--- src/rtl/grid_image_locator.sv ---
// rtl/grid_image_locator.sv - two-stage pixel-to-grid-cell locator with highlight overlay
//
// Maps a screen pixel (CounterX, CounterY) onto a GRID_COLS x GRID_ROWS grid of
// PIC_W x PIC_H product images. It produces the image ROM address, the cell
// index, an in-image flag and a highlight overlay colour.
//
// Ports:
//   CLK, RST               clock; synchronous active-high reset
//   CounterX, CounterY     screen pixel coordinates
//   HighlightedProductList bit k highlights cell k
//   SW2                    0: indicator strip on the image, 1: basket strip
//   ROM_Addr               image ROM address (0 when outside every image)
//   ImageID                cell index (0 when outside every image)
//   isImage                pixel lies inside an image
//   inHighlightedArea      pixel belongs to a highlight strip
//   PixelBus               HL_COLOR on highlight, white otherwise
//
// Every output is registered and lags CounterX/CounterY by exactly 2 cycles.
//
// Optional feature: define HIGHLIGHT_BLINK_EN to make the highlight blink.
// It toggles every BLINK_FRAMES frames and starts in the visible phase.
module grid_image_locator #(
  parameter int          CNTR_WIDTH_H       = 11,
  parameter int          CNTR_WIDTH_V       = 10,
  parameter int          ROM_ADDR_BUS_WIDTH = 17,
  parameter int          GRID_COLS          = 4,
  parameter int          GRID_ROWS          = 3,
  parameter int          PIC_W              = 100,
  parameter int          PIC_H              = 100,
  parameter int          X0                 = 308,
  parameter int          Y0                 = 20,
  parameter int          PITCH_X            = 128,
  parameter int          PITCH_Y            = 128,
  parameter int          IND_W              = 10,
  parameter logic [23:0] HL_COLOR           = 24'h0000FF,
  parameter int          BLINK_FRAMES       = 30
) (
  input  logic                             CLK,
  input  logic                             RST,
  input  logic [CNTR_WIDTH_H-1:0]          CounterX,
  input  logic [CNTR_WIDTH_V-1:0]          CounterY,
  input  logic [GRID_COLS*GRID_ROWS-1:0]   HighlightedProductList,
  input  logic                             SW2,
  output logic [ROM_ADDR_BUS_WIDTH-1:0]    ROM_Addr,
  output logic [3:0]                       ImageID,
  output logic                             isImage,
  output logic                             inHighlightedArea,
  output logic [23:0]                      PixelBus
);

  localparam int N = GRID_COLS * GRID_ROWS;

  // Stage 1 registers
  logic                    hit_q;
  logic [3:0]              k_q;
  logic [CNTR_WIDTH_H-1:0] lx_q;
  logic [CNTR_WIDTH_V-1:0] ly_q;
  logic                    hl_q;

  // Stage 2 (output) registers
  logic [ROM_ADDR_BUS_WIDTH-1:0] rom_addr_q;
  logic [3:0]                    image_id_q;
  logic                          is_image_q;
  logic                          in_hl_q;
  logic [23:0]                   pixel_q;

  // Stage 1 next state
  logic                    hit_d;
  logic [3:0]              k_d;
  logic [CNTR_WIDTH_H-1:0] lx_d;
  logic [CNTR_WIDTH_V-1:0] ly_d;
  logic                    hl_d;

  // Stage 2 next state
  logic [ROM_ADDR_BUS_WIDTH-1:0] rom_addr_d;
  logic                          in_hl_d;
  logic [31:0]                   addr_full;
  logic                          hl_visible;

  logic [31:0] cx;
  logic [31:0] cy;
  logic [15:0] list16;

  assign cx     = 32'(CounterX);
  assign cy     = 32'(CounterY);
  assign list16 = 16'(HighlightedProductList);

  // Cell decode: one range compare per column and per row. The cells never
  // overlap (pitch >= size), so at most one column and one row can match.
  always_comb begin
    int  col_i;
    int  row_i;
    logic col_hit;
    logic row_hit;
    logic basket;
    col_i   = 0;
    row_i   = 0;
    col_hit = 1'b0;
    row_hit = 1'b0;
    basket  = 1'b0;
    lx_d    = '0;
    ly_d    = '0;
    for (int c = 0; c < GRID_COLS; c++) begin
      if (cx >= 32'(X0 + c*PITCH_X) && cx <= 32'(X0 + c*PITCH_X + PIC_W - 1)) begin
        col_hit = 1'b1;
        col_i   = c;
        lx_d    = CounterX - CNTR_WIDTH_H'(X0 + c*PITCH_X);
      end
    end
    for (int r = 0; r < GRID_ROWS; r++) begin
      if (cy >= 32'(Y0 + r*PITCH_Y) && cy <= 32'(Y0 + r*PITCH_Y + PIC_H - 1)) begin
        row_hit = 1'b1;
        row_i   = r;
        ly_d    = CounterY - CNTR_WIDTH_V'(Y0 + r*PITCH_Y);
      end
    end
    hit_d = col_hit & row_hit;
    k_d   = 4'(row_i*GRID_COLS + col_i);
    // Basket strip: one 39-line entry per product, stacked on a 40-line pitch.
    for (int j = 0; j < N; j++) begin
      if (cx >= 32'd20 && cx <= 32'd58 &&
          cy >= 32'(60 + 40*j) && cy <= 32'(98 + 40*j) && list16[j]) begin
        basket = 1'b1;
      end
    end
    hl_d = SW2 ? basket : (hit_d && list16[k_d] && (32'(lx_d) < 32'(IND_W)));
    if (!hit_d) begin
      k_d  = '0;
      lx_d = '0;
      ly_d = '0;
    end
  end

`ifdef HIGHLIGHT_BLINK_EN
  logic [31:0] frame_cnt_q;
  logic        phase_q;
  assign hl_visible = hl_q & phase_q;
`else
  assign hl_visible = hl_q;
`endif

  always_comb begin
    addr_full  = 32'(k_q) * 32'(PIC_W*PIC_H) + 32'(ly_q) * 32'(PIC_W) + 32'(lx_q);
    rom_addr_d = hit_q ? addr_full[ROM_ADDR_BUS_WIDTH-1:0] : '0;
    in_hl_d    = hl_visible;
  end

  always_ff @(posedge CLK) begin
    if (RST) begin
      hit_q      <= 1'b0;
      k_q        <= '0;
      lx_q       <= '0;
      ly_q       <= '0;
      hl_q       <= 1'b0;
      rom_addr_q <= '0;
      image_id_q <= '0;
      is_image_q <= 1'b0;
      in_hl_q    <= 1'b0;
      pixel_q    <= 24'hFFFFFF;
`ifdef HIGHLIGHT_BLINK_EN
      frame_cnt_q <= '0;
      phase_q     <= 1'b1;
`endif
    end else begin
      hit_q      <= hit_d;
      k_q        <= k_d;
      lx_q       <= lx_d;
      ly_q       <= ly_d;
      hl_q       <= hl_d;
      rom_addr_q <= rom_addr_d;
      image_id_q <= hit_q ? k_q : 4'd0;
      is_image_q <= hit_q;
      in_hl_q    <= in_hl_d;
      pixel_q    <= in_hl_d ? HL_COLOR : 24'hFFFFFF;
`ifdef HIGHLIGHT_BLINK_EN
      if (CounterX == '0 && CounterY == '0) begin
        if (frame_cnt_q == 32'(BLINK_FRAMES - 1)) begin
          frame_cnt_q <= '0;
          phase_q     <= ~phase_q;
        end else begin
          frame_cnt_q <= frame_cnt_q + 32'd1;
        end
      end
`endif
    end
  end

  assign ROM_Addr          = rom_addr_q;
  assign ImageID           = image_id_q;
  assign isImage           = is_image_q;
  assign inHighlightedArea = in_hl_q;
  assign PixelBus          = pixel_q;

endmodule

--- config.mk ---
export PLATFORM = sky130hd
export DESIGN_NAME = grid_image_locator
export DESIGN_NICKNAME = d
export VERILOG_FILES = /design/src/rtl/grid_image_locator.sv
export SDC_FILE = /design/constraint.sdc
export NUM_CORES = 1
export LEC_CHECK = 0
export ABC_AREA = 1
export CAP_MARGIN = 20
export CORE_MARGIN = 4
export CORE_UTILIZATION = 56
export DETAILED_ROUTE_END_ITERATION = 12
export PLACE_DENSITY = 0.87
export REMOVE_ABC_BUFFERS = 1
export SLEW_MARGIN = 5
export SYNTH_ARGS = -nofsm -noshare
export SYNTH_HDL_FRONTEND = slang
export SYNTH_SLANG_ARGS = --single-unit
--- constraint.sdc ---
create_clock -name CLK -period 4.55 [get_ports CLK]
set_input_delay 0.6825 -clock CLK [delete_from_list [all_inputs] [get_ports CLK]]
set_output_delay 0.6825 -clock CLK [all_outputs]
set_load 0.03 [all_outputs]
## Word level (Yosys, flattened, before mapping)

Cells that the tools add are included.

| cells by class | value |
|---|---|
| add/sub/neg operators | 10 |
| $mul | 2 |
| $lt $le $gt $ge | 42 |
| multiplexer cells | 35 |
| bitwise logic cells | 3 |
| reductions and logical operators | 48 |

Operator list:

| kind | count |
|---|---|
| 10-bit by 9-bit greater-or-equal comparator with 1-bit output, second input constant | 8 |
| 10-bit by 9-bit less-or-equal comparator with 1-bit output, second input constant | 8 |
| 1-bit logical AND | 46 |
| 11-bit two-way mux | 4 |
| 10-bit by 8-bit greater-or-equal comparator with 1-bit output, second input constant | 4 |
| 10-bit by 8-bit less-or-equal comparator with 1-bit output, second input constant | 4 |
| 11-bit by 10-bit less-or-equal comparator with 1-bit output, second input constant | 3 |
| 10-bit two-way mux | 3 |
| 24-bit two-way mux | 1 |
| 1-bit two-way mux | 23 |
| 11-bit by 10-bit greater-or-equal comparator with 1-bit output, second input constant | 2 |
| 11-bit by 9-bit greater-or-equal comparator with 1-bit output, second input constant | 2 |
| 11-bit by 10-bit subtractor with 11-bit output, second input constant | 2 |
| 11-bit by 9-bit subtractor with 11-bit output, second input constant | 2 |
| 10-bit by 7-bit less-or-equal comparator with 1-bit output, second input constant | 2 |
| 17-bit by 11-bit adder with 17-bit output | 1 |
| 17-bit adder | 1 |
| 10-bit by 5-bit multiplier with 15-bit output, second input constant | 1 |
| 4-bit by 10-bit multiplier with 13-bit output, second input constant | 1 |
| 11-bit by 5-bit greater-or-equal comparator with 1-bit output, second input constant | 1 |
| 11-bit by 6-bit less-or-equal comparator with 1-bit output, second input constant | 1 |
| 11-bit by 9-bit less-or-equal comparator with 1-bit output, second input constant | 1 |
| 11-bit by 4-bit less-than comparator with 1-bit output, second input constant | 1 |
| 10-bit by 5-bit greater-or-equal comparator with 1-bit output, second input constant | 1 |
| other kinds (14) | 17 |

| word-level totals | value |
|---|---|
| register bits | 74 |
| input bits | 36 |
| output and inout bits | 47 |
| word-level logic and storage cells | 150 |

## Longest topological paths before layout

| depth | value |
|---|---|
| depth in word-level cells | 18 |
| gate-level depth with buffers | 25 |
| mapped depth without buffers | 25 |

## Worst setup path after synthesis

No wires, ideal clock.

| path | value |
|---|---|
| path kind | register to register |
| from | reg ly_q[2] |
| to | reg rom_addr_q[15] (netlist: ROM_Addr[15]) |
| setup time | 116 ps |
| arrival time | 4027 ps |
| required time | 4434 ps |
| path slack | 407 ps |
| cell stages (with the launch flop) | 25 |
| clock period less this slack | 4143 ps |
| path through | dfxtp_1 ha_1 ha_1 fa_1 ha_1 nand2_1 nand2_1 a31oi_1 xor2_1 inv_1 fa_1 ha_1 nand2_1 nor2_1 nand2_1 nand3_1 nand3_1 nand2_1 nand2_1 inv_1 or2_2 a21oi_1 inv_1 nor2_1 nor2_1 |

| on the way | value |
|---|---|
| word-level cells in the longest chain between the ends | 3 |

Ends and longest elaborated chain:

| element | RTL line | source |
|---|---|---|
| from (decl) | 57 | `logic [CNTR_WIDTH_V-1:0] ly_q;` |
| from (signal assigned) | 168 | `ly_q <= ly_d;` |
| 10-bit by 5-bit multiplier with 15-bit output | 143 | `addr_full = 32'(k_q) * 32'(PIC_W*PIC_H) + 32'(ly_q) * 32'(PIC_W) + 32'(lx_q);` |
| 17-bit adder | 143 |  |
| 17-bit by 11-bit adder with 17-bit output | 143 |  |
| to (signal assigned) | 170 | `rom_addr_q <= rom_addr_d;` |
| to (decl) | 61 | `logic [ROM_ADDR_BUS_WIDTH-1:0] rom_addr_q;` |

No other way between the ends.
A chain may end at the register's enable or synchronous reset.

## Final worst setup path

Ends and elaborated chain as after synthesis.

==> results.sh <==
export IMPL_peakVddDrop_uv=158
export IMPL_syn_cell_area_sq_um=5280
export IMPL_min_path_type="reg -> reg"
export IMPL_timing_worst_slew_pin_value_ns=0.499
export IMPL_dr_total_vias=5362
export IMPL_antenna_found_initial=0
export IMPL_maximum_clock_path_buffer_count=2
export IMPL_yosys_mux_area_fraction_pct=0
export IMPL_place_gp_congestion=0.915
export IMPL_tritoncts_num_buffers=5
export IMPL_postLayoutCellArea_sq_um=6240
export IMPL_post_synth_cell_area_avg_sq_um=6.94
export IMPL_min_from="hl_q"
export IMPL_worstSetupStartpointType="register"
export IMPL_cts_sinks=51
export IMPL_achievable_frequency_ghz=0.222
export IMPL_netlist_area_leader_share_pct=19.3
export IMPL_worstPathArrival_ns=4.74
export IMPL_wire_length_of_the_first_global_routing_pass_mm=23.9
export IMPL_floorplan_die_width_um=105
export IMPL_synth_simple_gate_area_share_pct=26.8
export IMPL_vias_per_cell=5.76
export IMPL_hpwl_mm=11.7
export IMPL_ff_to_ff_path_depth=24
export IMPL_design_die_area_sq_um=11100
export IMPL_placedInstanceArea_sq_um=5940
export IMPL_critPathRequiredTime_ns=4.78
export IMPL_finalClockSkew_ns=0.0126
export IMPL_post_synth_xor_area_fraction_pct=3.81
export IMPL_synth_compound_area_share_pct=12.7
export IMPL_track_usage_pct=26.1
export IMPL_final_layout_size_suffix_gt1_share_pct=8.78
export IMPL_tritoncts="yes"
export IMPL_post_layout_total_power_mw=1.25
export IMPL_die_h_um=105
export IMPL_clk_root_buffer_cell="clkbuf_8"
export IMPL_coreArea_sq_um=9200
export IMPL_drtIter0Drc=444
export IMPL_antennaDiodeCount=0
export IMPL_number_of_max_slew_violations_in_the_final_report=0
export IMPL_synth_adder_area_share_pct=23.8
export IMPL_finish_net_count=946
export IMPL_drt_total_wl_mm=15.7
export IMPL_initial_core_util_pct=57.4
export IMPL_std_cell_rows=35
export IMPL_port_buffers=74
export IMPL_power_density_nw_per_um2=201
export IMPL_setup_worst_path_end_class="register"
export IMPL_combinational_family_with_the_most_area_after_synthesis="simple AND/OR/NAND/NOR gates"
export IMPL_postSynthRegisterBits=51
export IMPL_grt_max_degree=22
export IMPL_r2r_slack_ns=0.04
export IMPL_whs_path_depth=1
export IMPL_period_minus_slack_ns=4.51
export IMPL_relSlewSlack_pct=66.5
export IMPL_crit_fanout=5
export IMPL_num_io_pins=83
export IMPL_syn_inst=761
export IMPL_layout_area_overhead_vs_synth_pct=18.2
export IMPL_power_static_leakage_nw=3.18
export IMPL_vias_in_the_first_global_route=5143
export IMPL_reg_clk_slew_reported_paths_ns=0.11
export IMPL_setup_violations=0
export IMPL_worst_skew_pair_late_latency_ns=0.32
export IMPL_number_of_nets_still_failing_antenna_checks_after_routing=0
export IMPL_synthesis_warnings=0
export IMPL_crit_reg2reg_capture="ROM_Addr[15]"
export IMPL_drt_wirelength_per_cell_um=16.8
export IMPL_synth_top_cells_by_area="dfxtp_1, ha_1, nand2_1"
export IMPL_hold_crit_endpoint="PixelBus[22]"
export IMPL_synth_seq_area_share_pct=19.3
export IMPL_hold_violations=0
export IMPL_run_status="finished, final reports clean"
export IMPL_detailed_routing_iterations_pass_1=5
export IMPL_reg2reg_from="ly_q[2]"
export IMPL_final_min_period_over_clock_period_pct=99.2
export IMPL_route_detailed_drc=0
export IMPL_post_synth_top_area_cell="dfxtp_1"
export IMPL_globalRoute_totalOverflow=0
export IMPL_post_synth_num_cell_types=45
export IMPL_h_tree_depth=2
export IMPL_timing_worst_setup_path_type="reg -> reg"
export IMPL_maxCapViolCount=0
## through the flow
stage / TNS [ns] / util [%] / hold WS (ns) / setup slack (ns) / instances
floorplan: 0 / - / 0.370 / 0.407 / 734
global placement: 0 / 64.6 / 0.399 / 0.247 / 919
detailed placement: 0 / 64.6 / 0.409 / 0.0728 / 919
CTS: 0 / 65.7 / 0.428 / 0.00843 / 927
global route: -0.130 / 67.9 / 0.446 / -0.0942 / 931
finish: 0 / 67.9 / 0.427 / 0.0365 / 931
## worst max path at each step
stage / from / to / slack, ns / depth (start not counted)
after floorplan: ly_q[2] / ROM_Addr[15] / 0.41 / 24
after global routing: ly_q[2] / ROM_Addr[15] / -0.09 / 24
after CTS: ly_q[2] / ROM_Addr[15] / 0.008 / 24
final: ly_q[2] / ROM_Addr[15] / 0.04 / 24
after detailed placement: ly_q[5] / ROM_Addr[16] / 0.07 / 25
after global placement: ly_q[2] / ROM_Addr[15] / 0.25 / 24
## synthesized netlist by cell type (all sizes together)
cell type	number
a2111oi	1
a21o	3
a21oi	53
a311oi	1
a31oi	5
and3	1
buf	32
clkbuf	2
conb	1
dfxtp	51
fa	16
ha	75
inv	124
nand2	148
nand3	56
nand3b	3
nand4	8
nor2	89
nor3	10
nor3b	1
nor4	1
o2111ai	2
o211ai	2
o21a	2
o21ai	32
o21bai	5
o22ai	2
o31ai	5
o32ai	1
o41ai	2
or2	4
xnor2	9
xor2	14
## area by class of cell
type / count / area (sq um)
Multi-Input combinational cell: 559 / 3730
Fill cell: 792 / 2950
Sequential cell: 51 / 1030
Timing Repair Buffer: 78 / 783
Inverter: 124 / 465
Tap cell: 111 / 139
Clock buffer: 5 / 68.8
Clock inverter: 3 / 27.5
## cells in the final DEF (no fill, tap or decap), drive strengths merged, types with 14 or more instances in the layout
| cell | instances |
|---|---|
| a21oi | 53 |
| clkdlybuf4s50 | 74 |
| dfxtp | 51 |
| fa | 16 |
| ha | 75 |
| inv | 125 |
| nand2 | 148 |
| nand3 | 56 |
| nor2 | 89 |
| o21ai | 32 |
| xor2 | 14 |
## power breakdown
group	total, mW	leakage [nW]	internal (mW)	switching, mW
clock	0.288	0.0463	0.113	0.175
sequential	0.476	0.416	0.463	0.0127
combinational	0.491	2.72	0.186	0.305
total	1.25	3.18	0.762	0.492
## sequential cells by signal, indices dropped and copies added (netlist names)
register,cells
isImage,1
inHighlightedArea,1
ImageID,4
k_q,4
ROM_Addr,17
hit_q,1
PixelBus,1
ly_q,10
hl_q,1
lx_q,11
## metal layers
layer | vias up | routed length [um] | global-route usage [%] | share of wire (%)
met3 | 55 | 925 | 3.34 | 5.9
met1 | 2491 | 6130 | 30.4 | 39
met5 | - | 0 | 0 | 0
met2 | 263 | 7860 | 46.6 | 50
met4 | 0 | 760 | 13.3 | 4.8
li1 | 2553 | - | - | -
## cell families after synthesis
kind of cell / count (synthesis)
simple gates: 321
flops: 51
other cells: 1
buf+inv: 158
compound gates: 116
xor+xnor: 23
fa+ha+maj: 91
## timing repair
action / in CTS / in global routing
buffers inserted: 0 / 4
endpoints found under the setup margin: 0 / 4
hold buffers: 0 / 0
resized for setup: 0 / 26
## worst max-delay path, cell delays in order (launching register included)
cell,delay (ns)
dfxtp_2,0.35
ha_1,0.30
ha_1,0.31
fa_1,0.54
ha_4,0.23
nand2_1,0.10
nand2_2,0.08
a31oi_2,0.17
xor2_1,0.20
inv_1,0.09
fa_1,0.57
ha_4,0.23
nand2_1,0.09
nor2_1,0.05
nand2_1,0.08
nand3_2,0.10
nand3_2,0.08
nand2_1,0.08
nand2_1,0.10
inv_1,0.06
or2_2,0.29
a21oi_2,0.15
inv_1,0.06
nor2_1,0.09
nor2_1,0.05
Power figures use the tool's default switching activity.
